==> src/rtl/muldiv_unit_if.sv <==
// Handshake and result bus between the control unit and the iterative multiply/divide unit.
// The unit binds to the slave modport; the control unit (or a bench) drives the master side.
interface muldiv_unit_if #(
  parameter int WIDTH = 32
);
  logic             start;
  logic [1:0]       op;
  logic [WIDTH-1:0] a;
  logic [WIDTH-1:0] b;
  logic             busy;
  logic             done;
  logic             div_zero;
  logic [WIDTH-1:0] hi;
  logic [WIDTH-1:0] lo;

  modport master (
    output start, op, a, b,
    input  busy, done, div_zero, hi, lo
  );

  modport slave (
    input  start, op, a, b,
    output busy, done, div_zero, hi, lo
  );
endinterface

==> src/rtl/muldiv_unit.sv <==
// Iterative signed/unsigned multiply and restoring divide sharing one 2W+1 bit accumulator.
// Operands are made non-negative on entry; signs are re-applied in a single FIX cycle.
module muldiv_unit #(
  parameter  int WIDTH = 32,
  localparam int CNT_W = $clog2(WIDTH) + 1
) (
  input  logic         clock,
  input  logic         reset,
  muldiv_unit_if.slave bus
);

  typedef enum logic [1:0] {
    IDLE = 2'd0,
    CALC = 2'd1,
    FIX  = 2'd2,
    DONE = 2'd3
  } state_e;

  state_e             state_q, state_d;
  logic [CNT_W-1:0]   cnt_q, cnt_d;
  logic               is_div_q, is_div_d;
  logic               neg_q, neg_d;
  logic               neg_rem_q, neg_rem_d;
  logic [2*WIDTH:0]   acc_q, acc_d;
  logic [WIDTH-1:0]   opnd_q, opnd_d;
  logic               div_zero_q, div_zero_d;
  logic [WIDTH-1:0]   hi_q, hi_d;
  logic [WIDTH-1:0]   lo_q, lo_d;

  // Operand conditioning: op[0]==0 selects the signed variants.
  logic               sign_a, sign_b;
  logic [WIDTH-1:0]   a_abs, b_abs;

  assign sign_a = ~bus.op[0] & bus.a[WIDTH-1];
  assign sign_b = ~bus.op[0] & bus.b[WIDTH-1];
  assign a_abs  = sign_a ? -bus.a : bus.a;
  assign b_abs  = sign_b ? -bus.b : bus.b;

  // Multiply keeps the partial product in the upper half and the multiplier in the lower half;
  // divide keeps the partial remainder in the upper half and dividend/quotient in the lower half.
  logic [WIDTH:0]     mul_sum;
  logic [WIDTH:0]     rem_sh;
  logic [WIDTH:0]     rem_diff;
  logic [2*WIDTH-1:0] prod;
  logic [2*WIDTH-1:0] prod_fix;
  logic [WIDTH-1:0]   quo_fix;
  logic [WIDTH-1:0]   rem_fix;

  assign mul_sum  = {1'b0, acc_q[2*WIDTH-1:WIDTH]} + (acc_q[0] ? {1'b0, opnd_q} : '0);
  assign rem_sh   = {acc_q[2*WIDTH-1:WIDTH], acc_q[WIDTH-1]};
  assign rem_diff = rem_sh - {1'b0, opnd_q};
  assign prod     = acc_q[2*WIDTH-1:0];
  assign prod_fix = neg_q ? -prod : prod;
  assign quo_fix  = neg_q ? -acc_q[WIDTH-1:0] : acc_q[WIDTH-1:0];
  assign rem_fix  = neg_rem_q ? -acc_q[2*WIDTH-1:WIDTH] : acc_q[2*WIDTH-1:WIDTH];

  always_comb begin
    // NOTE: every _d gets its hold value first, so no branch can leave one unassigned (no latches).
    state_d    = state_q;
    cnt_d      = cnt_q;
    is_div_d   = is_div_q;
    neg_d      = neg_q;
    neg_rem_d  = neg_rem_q;
    acc_d      = acc_q;
    opnd_d     = opnd_q;
    div_zero_d = div_zero_q;
    hi_d       = hi_q;
    lo_d       = lo_q;

    unique case (state_q)
      IDLE: begin
        if (bus.start) begin
          div_zero_d = 1'b0;
          if (bus.op[1] && (bus.b == '0)) begin
            div_zero_d = 1'b1;
            state_d    = DONE;
          end else begin
            is_div_d  = bus.op[1];
            cnt_d     = '0;
            neg_d     = sign_a ^ sign_b;
            neg_rem_d = sign_a;
            if (bus.op[1]) begin
              acc_d  = {{(WIDTH+1){1'b0}}, a_abs};
              opnd_d = b_abs;
            end else begin
              acc_d  = {{(WIDTH+1){1'b0}}, b_abs};
              opnd_d = a_abs;
            end
            state_d = CALC;
          end
        end
      end

      CALC: begin
        if (is_div_q) begin
          // Restoring step: keep the shifted remainder when the trial subtraction goes negative.
          if (rem_diff[WIDTH]) acc_d = {rem_sh, acc_q[WIDTH-2:0], 1'b0};
          else                 acc_d = {rem_diff, acc_q[WIDTH-2:0], 1'b1};
        end else begin
          acc_d = {1'b0, mul_sum, acc_q[WIDTH-1:1]};
        end
        cnt_d = cnt_q + 1'b1;
        if (cnt_q == CNT_W'(WIDTH - 1)) state_d = FIX;
      end

      FIX: begin
        if (is_div_q) begin
          hi_d = rem_fix;
          lo_d = quo_fix;
        end else begin
          hi_d = prod_fix[2*WIDTH-1:WIDTH];
          lo_d = prod_fix[WIDTH-1:0];
        end
        state_d = DONE;
      end

      DONE:    state_d = IDLE;
      default: state_d = IDLE;
    endcase
  end

  always_ff @(posedge clock) begin
    if (reset) begin
      state_q    <= IDLE;
      cnt_q      <= '0;
      is_div_q   <= 1'b0;
      neg_q      <= 1'b0;
      neg_rem_q  <= 1'b0;
      acc_q      <= '0;
      opnd_q     <= '0;
      div_zero_q <= 1'b0;
      hi_q       <= '0;
      lo_q       <= '0;
    end else begin
      // NOTE: non-blocking assignments so every flop samples the pre-edge values of the others.
      state_q    <= state_d;
      cnt_q      <= cnt_d;
      is_div_q   <= is_div_d;
      neg_q      <= neg_d;
      neg_rem_q  <= neg_rem_d;
      acc_q      <= acc_d;
      opnd_q     <= opnd_d;
      div_zero_q <= div_zero_d;
      hi_q       <= hi_d;
      lo_q       <= lo_d;
    end
  end

  assign bus.busy     = (state_q == CALC) || (state_q == FIX);
  assign bus.done     = (state_q == DONE);
  assign bus.div_zero = div_zero_q;
  assign bus.hi       = hi_q;
  assign bus.lo       = lo_q;

endmodule

==> src/flat_wrapper.sv <==
// flat-port wrapper written by rule: the top's interface ports become plain ports
module muldiv_unit_flat 
#(
  parameter  int WIDTH = 32,
  localparam int CNT_W = $clog2(WIDTH) + 1
)
  (clock, reset, bus_start, bus_op, bus_a, bus_b, bus_busy, bus_done, bus_div_zero, bus_hi, bus_lo);
  muldiv_unit_if #(.WIDTH(WIDTH)) bus_i ();
  input  logic clock;
  input  logic reset;
  input wire logic [$bits(bus_i.start)-1:0] bus_start;
  input wire logic [$bits(bus_i.op)-1:0] bus_op;
  input wire logic [$bits(bus_i.a)-1:0] bus_a;
  input wire logic [$bits(bus_i.b)-1:0] bus_b;
  output wire logic [$bits(bus_i.busy)-1:0] bus_busy;
  output wire logic [$bits(bus_i.done)-1:0] bus_done;
  output wire logic [$bits(bus_i.div_zero)-1:0] bus_div_zero;
  output wire logic [$bits(bus_i.hi)-1:0] bus_hi;
  output wire logic [$bits(bus_i.lo)-1:0] bus_lo;
  assign bus_i.start = bus_start;
  assign bus_i.op = bus_op;
  assign bus_i.a = bus_a;
  assign bus_i.b = bus_b;
  assign bus_busy = bus_i.busy;
  assign bus_done = bus_i.done;
  assign bus_div_zero = bus_i.div_zero;
  assign bus_hi = bus_i.hi;
  assign bus_lo = bus_i.lo;
  muldiv_unit #(.WIDTH(WIDTH)) u_core (.clock(clock), .reset(reset), .bus(bus_i));
endmodule
==> config.mk <==
export PLATFORM = sky130hd
export DESIGN_NAME = muldiv_unit_flat
export DESIGN_NICKNAME = d
export VERILOG_FILES = /design/src/rtl/muldiv_unit_if.sv /design/src/rtl/muldiv_unit.sv /design/src/flat_wrapper.sv
export SDC_FILE = /design/constraint.sdc
export NUM_CORES = 1
export LEC_CHECK = 0
export CAP_MARGIN = 25
export CELL_PAD_IN_SITES_DETAIL_PLACEMENT = 0
export CELL_PAD_IN_SITES_GLOBAL_PLACEMENT = 1
export CORE_UTILIZATION = 45
export CTS_CLUSTER_DIAMETER = 200
export DETAILED_ROUTE_END_ITERATION = 10
export GPL_TIMING_DRIVEN = 0
export PLACE_DENSITY_LB_ADDON = 0.1
export SLEW_MARGIN = 20
export SYNTH_ARGS = -nofsm -noshare
export SYNTH_HDL_FRONTEND = slang
export SYNTH_SLANG_ARGS = --single-unit
==> constraint.sdc <==
create_clock -name clock -period 10.3 [get_ports clock]
set_clock_uncertainty 0.15 [all_clocks]
set_input_delay 1.03 -clock clock [delete_from_list [all_inputs] [get_ports clock]]
set_output_delay 1.03 -clock clock [all_outputs]
set_load 0.005 [all_outputs]
* Yosys cells after proc, flatten, opt, wreduce, memory -nomap -nowiden
Cells that the tools add are included.
** Word-level totals
- Flip-flop bits (word level) :: 172
- Word-level logic and storage cells :: 62
** Operators by class
- $add $sub $neg :: 8
- Equal/unequal tests :: 7
- Multiplexer cells :: 23
- Bitwise logic cells :: 5
- Reduce and logical (&&, ||, !) cells :: 9
** Operator list (number)
- 2-to-1 mux 64 bit :: 5
- 2-to-1 mux 32 bit :: 9
- negator 32 bit :: 4
- case mux 64 bit (2 select lines) :: 1
- negator 64 bit :: 1
- adder 32 x 32 -> 33 bit :: 1
- subtractor 33 x 32 -> 33 bit :: 1
- logical NOT 32 bit :: 1
- 2-to-1 mux 6 bit :: 2
- case mux 6 bit (2 select lines) :: 1
- case mux 2 bit (4 select lines) :: 1
- adder 6 x 1 -> 6 bit (second input constant) :: 1
- == test 6 x 5 -> 1 bit (second input constant) :: 1
- 2-to-1 mux 2 bit :: 3
- AND reduction 3 bit :: 2
- == test 2 bit (second input constant) :: 2
- inequality test 2 bit (second input constant) :: 2
- AND reduction 2 bit :: 2
- AND 1 bit :: 2
- == test 2 x 1 -> 1 bit (second input constant) :: 1
- logical NOT 2 bit :: 1
- inequality test 2 x 1 -> 1 bit (second input constant) :: 1
- inverter 1 bit :: 2
- nonzero test 2 bit :: 1
- other kinds (4) :: 4

* Longest topological paths before layout
- Word-level depth :: 7
- Gate-level depth with buffers :: 15

* Least setup slack after synthesis
Ideal clock, no wire load.
- Path kind :: input to register
- Start :: in bus_b[7]
- End :: reg u_core.acc_q[27]
- Setup time :: 0.078 ns
- Arrival :: 3.525 ns
- Setup slack :: 6.547 ns
- Stages on the path :: 10
- Cells stage by stage :: or4_1 -> or4_4 -> or3b_1 -> or2_1 -> o31ai_4 -> xnor2_1 -> nor2_1 -> a211oi_1 -> a211oi_2 -> nor3_1
** On the way
- Word-level cells in the longest chain between the ends :: 6
- Elaborated cells between the ends (all ways) :: 10
- Those cells by class :: add/sub (1); eq/ne (1); mux (5); reduce/logical (3)
** Ends and longest elaborated chain
- from (decl) :: RTL line flat_wrapper.sv:14 : input wire logic [$bits(bus_i.b)-1:0] bus_b;
- negator 32 bit :: RTL line muldiv_unit.sv:37 : assign b_abs = sign_b ? -bus.b : bus.b;
- 2-to-1 mux 32 bit :: RTL line muldiv_unit.sv:37
- 2-to-1 mux 32 bit :: RTL line muldiv_unit.sv:82 : if (bus.op[1]) begin
- 2-to-1 mux 64 bit :: RTL line muldiv_unit.sv:74 : if (bus.op[1] && (bus.b == '0)) begin
- 2-to-1 mux 64 bit :: RTL line muldiv_unit.sv:72 : if (bus.start) begin
- case mux 64 bit (2 select lines) :: RTL line muldiv_unit.sv:70 : unique case (state_q)
- to (signal assigned) :: RTL line muldiv_unit.sv:129 : acc_q <= '0;
- to (signal assigned) :: RTL line muldiv_unit.sv:141 : acc_q <= acc_d;
- to (decl) :: RTL line muldiv_unit.sv:24 : logic [2*WIDTH:0] acc_q, acc_d;
Parallel ways exist; a longest one is shown, timed or not. The select of a mux whose other input is x is not followed.
A chain may end at the register's enable or synchronous reset.

* Worst setup path in the final report
- Start :: in bus_b[22]
- End :: reg u_core.acc_q[40]
** On the way
- Word-level cells in the longest chain between the ends :: 4
** Ends and longest elaborated chain (RTL line)
- logical NOT 32 bit :: muldiv_unit.sv:74
- logical AND 1 bit :: muldiv_unit.sv:74
- inequality test 2 bit (no source line)
- AND reduction 3 bit (no source line)
No other way between the ends.

==> impl_metrics.yaml <==
grt:
  grt_pass1_wl_um: 76500
  track_usage: 0.318
  grt_pass1_vias: 13012
  grt_max_degree: 19
  antenna_found_initial: 1
  gr-total-overflow: 0
synth:
  syn_inst: 1846
  ys_async_sr_fraction: 0
  syn_nets: 1991
  ys_types: 77
  ys.flop_type: "dfxtp_1"
  synth_edf_count: 0
  ys_seq_area_frac: 0.247
  synthesis.area_mm2: 0.0140
  synth-seq-cells: 172
  ys_warn_count: 0
  avgSynthCellArea_um2: 7.56
clocking:
  clock_path_buffers: 2
  cts_resized: 0
  hold_buffers: 0
  insertion_delay_ns: 0.45
  clock_sinks: 172
  cts_buffers: 17
  cts_setup_buffers: 0
  clkTransAtPathRegs_ns: 0.08
  cts-root-buf: "clkbuf_16"
  htreeDepth: 4
  cts_tree: "yes"
drt:
  drtAntennaViolNets: 0
  viasPerCell: 5.91
  vias: 14217
  drt_iter0_drc: 1240
  first_pass_iters: 7
  drc: 0
  wl_per_cell_um: 20.9
  routed_wl_um: 50300
worst_setup_path:
  critPathMaxFanout: 10
  cp_common_cell: "nand2_1"
  slowest_delay_ns: 0.83
  path_class: "in -> reg"
  critPathSlowestCell: "nor4_2"
  crit_path_start_kind: "input pin"
  cp_cell_sequence: "clkdlybuf4s50_1 -> or4_1 -> nor3_1 -> nand4_1 -> nor4_2 -> o21ai_1 -> nand2_1 -> nor2_1 -> nand2_1 -> clkbuf_1 -> o21ai_0"
  cp.arrival_ns: 5.25
  crit_buf_inv: 2
  cp_top_family: "simple AND/OR/NAND/NOR gates"
  cp.required_ns: 10.45
  endpoint_kind: "register"
power:
  switching_power_uw: 1540
  seq_power_share: 0.282
  power_leakage_uw: 0.00632
  clock_power_share: 0.198
  swShare: 0.451
  p_per_area_mw_per_mm2: 209
  p_comb_frac: 0.520
  report.power.total_uw: 3420
  irDropWorstVdd_mv: 0.127
  internal-power_uw: 1880
final_layout:
  nets: 2143
  mostFrequentLayoutCells: "nor2_1, dfxtp_1, nand2_1, clkdlybuf4s50_1, a21oi_1"
  n_antenna_cell: 0
  fill_cells: 3050
  final_cell_area_mm2: 0.0164
  finalNonFillerCells: 2406
  drive_gt1_frac: 0.0468
  final_common_cell: "nor2_1"
  area_delta_synth_final_pct: 17.4
floorplanning:
  ios: 136
  initial_core_util: 0.456
  row_count: 64
  die_h_um: 178
  dieArea_mm2: 0.0317
  coreArea_mm2: 0.0306
  die_x_um: 178
outcome:
  status: "complete, no violations"
place:
  place_area_mm2: 0.0158
  io_buffers: 133
  place_congestion: 0.937
  dpl.hpwl_um: 40600
  dp_cells: 2375
sta:
  finalHoldViolations: 0
  report.final.slew_viol_count: 0
  final.min_clock_period_ns: 5.10
  fin_setup_tns_ns: 0
  maxSlewHeadroom: 0.371
  fin_crit_sh: 0.495
  rsz0062_at_grt: "false"
  worst_pin_slew_ns: 0.936
  fmax_ghz: 0.196
  setup_viol: 0
  holdWs_ns: 0.308
hold_path:
  hp-class: "reg -> reg"
job:
  max_cap_viol_count: 0
worst min-delay path, stage by stage (launching register included):
cell     delay, ns
dfxtp_1       0.31
nand2_1       0.05
a21oi_1       0.05
kinds of logic (layout without fill, tap and decap cells):
family,Yosys count,count (layout),synth area share
simple gates,636,636,0.211
compound gates,521,521,0.246
xor+xnor,181,181,0.114
buf+inv,173,337,0.0496
flops,172,172,0.247
mux,87,87,0.0637
fa+ha+maj,76,76,0.0692
registers in the layout (all words and copies together), names as in the netlist:
register / count
u_core.state_q: 2
u_core.bus.hi: 32
u_core.neg_q: 1
u_core.opnd_q: 32
u_core.cnt_q: 6
u_core.bus.lo: 32
u_core.neg_rem_q: 1
u_core.is_div_q: 1
u_core.acc_q: 64
u_core.bus.div_zero: 1
final cells by class:
type	instances	area, um2	share of cell area
clock inverters	14	178	0.0108
multi-input cells	1501	9820	0.599
well taps	396	495	0.0302
clock buffers	17	425	0.0260
flip-flops and latches	172	3440	0.210
plain buffers	116	478	0.0292
repair buffers	133	1330	0.0812
inverters	57	214	0.0131
worst paths after layout:
kind / depth (start not counted) / slack, ns / end / from
max: 11 / 5.20 / u_core.acc_q[40] / bus_b[22]
min: 2 / 0.31 / u_core.opnd_q[24] / u_core.opnd_q[24]
max reg2reg: 12 / 5.76 / u_core.acc_q[41] / u_core.acc_q[32]
min reg2reg: 2 / 0.31 / u_core.opnd_q[24] / u_core.opnd_q[24]
metrics by stage:
stage	worst slack [ns]	utilization
global route	5.00	0.536
detailed placement	4.87	0.516
global placement	4.87	0.516
floorplan	6.55	-
CTS	5.36	0.536
finish	5.20	0.536
power by group through the flow:
stage	Combinational (uW)	Sequential (uW)	Clock, uW
2_1_floorplan	1180	935	0
3_3_place_gp	1740	970	0
3_5_place_dp	1750	974	0
4_1_cts	1760	959	685
5_1_grt	1950	982	710
6_report	1780	963	678
Yosys cell counts, types with 4 or more instances:
master,count,share of area
dfxtp_1,172,0.25
and2_1,8,0.0036
o22ai_1,6,0.0027
or4_1,16,0.0086
xnor2_1,89,0.056
nand2b_1,15,0.0067
nand3_1,26,0.0093
o21ai_0,94,0.034
o211ai_1,20,0.011
or3_1,15,0.0067
o41ai_1,8,0.0050
a21oi_1,125,0.045
nor4_1,13,0.0058
nand4_1,13,0.0058
inv_1,55,0.015
buf_2,19,0.0068
o21ai_1,4,0.0014
a21o_1,37,0.020
nor3_1,58,0.021
xor2_1,92,0.058
buf_1,6,0.0016
nor2b_1,19,0.0085
o31ai_1,21,0.011
o21a_1,11,0.0059
a221o_1,6,0.0043
a311oi_1,4,0.0025
mux2_2,15,0.012
nor4_2,5,0.0045
and3_1,6,0.0027
nor2_1,278,0.075
o21bai_1,5,0.0027
clkbuf_1,88,0.024
ha_1,74,0.066
a211oi_1,107,0.058
mux2i_1,72,0.052
nand2_1,141,0.038
a211o_1,6,0.0038
a22oi_1,20,0.011
a31oi_1,16,0.0072
routing by layer:
metal,track usage,part of all wire
met2,0.489,0.43
met3,0.0597,0.081
met1,0.452,0.47
met4,0.0808,0.019
met5,0,0.00026
No activity file was read; power rests on OpenSTA's default activity.
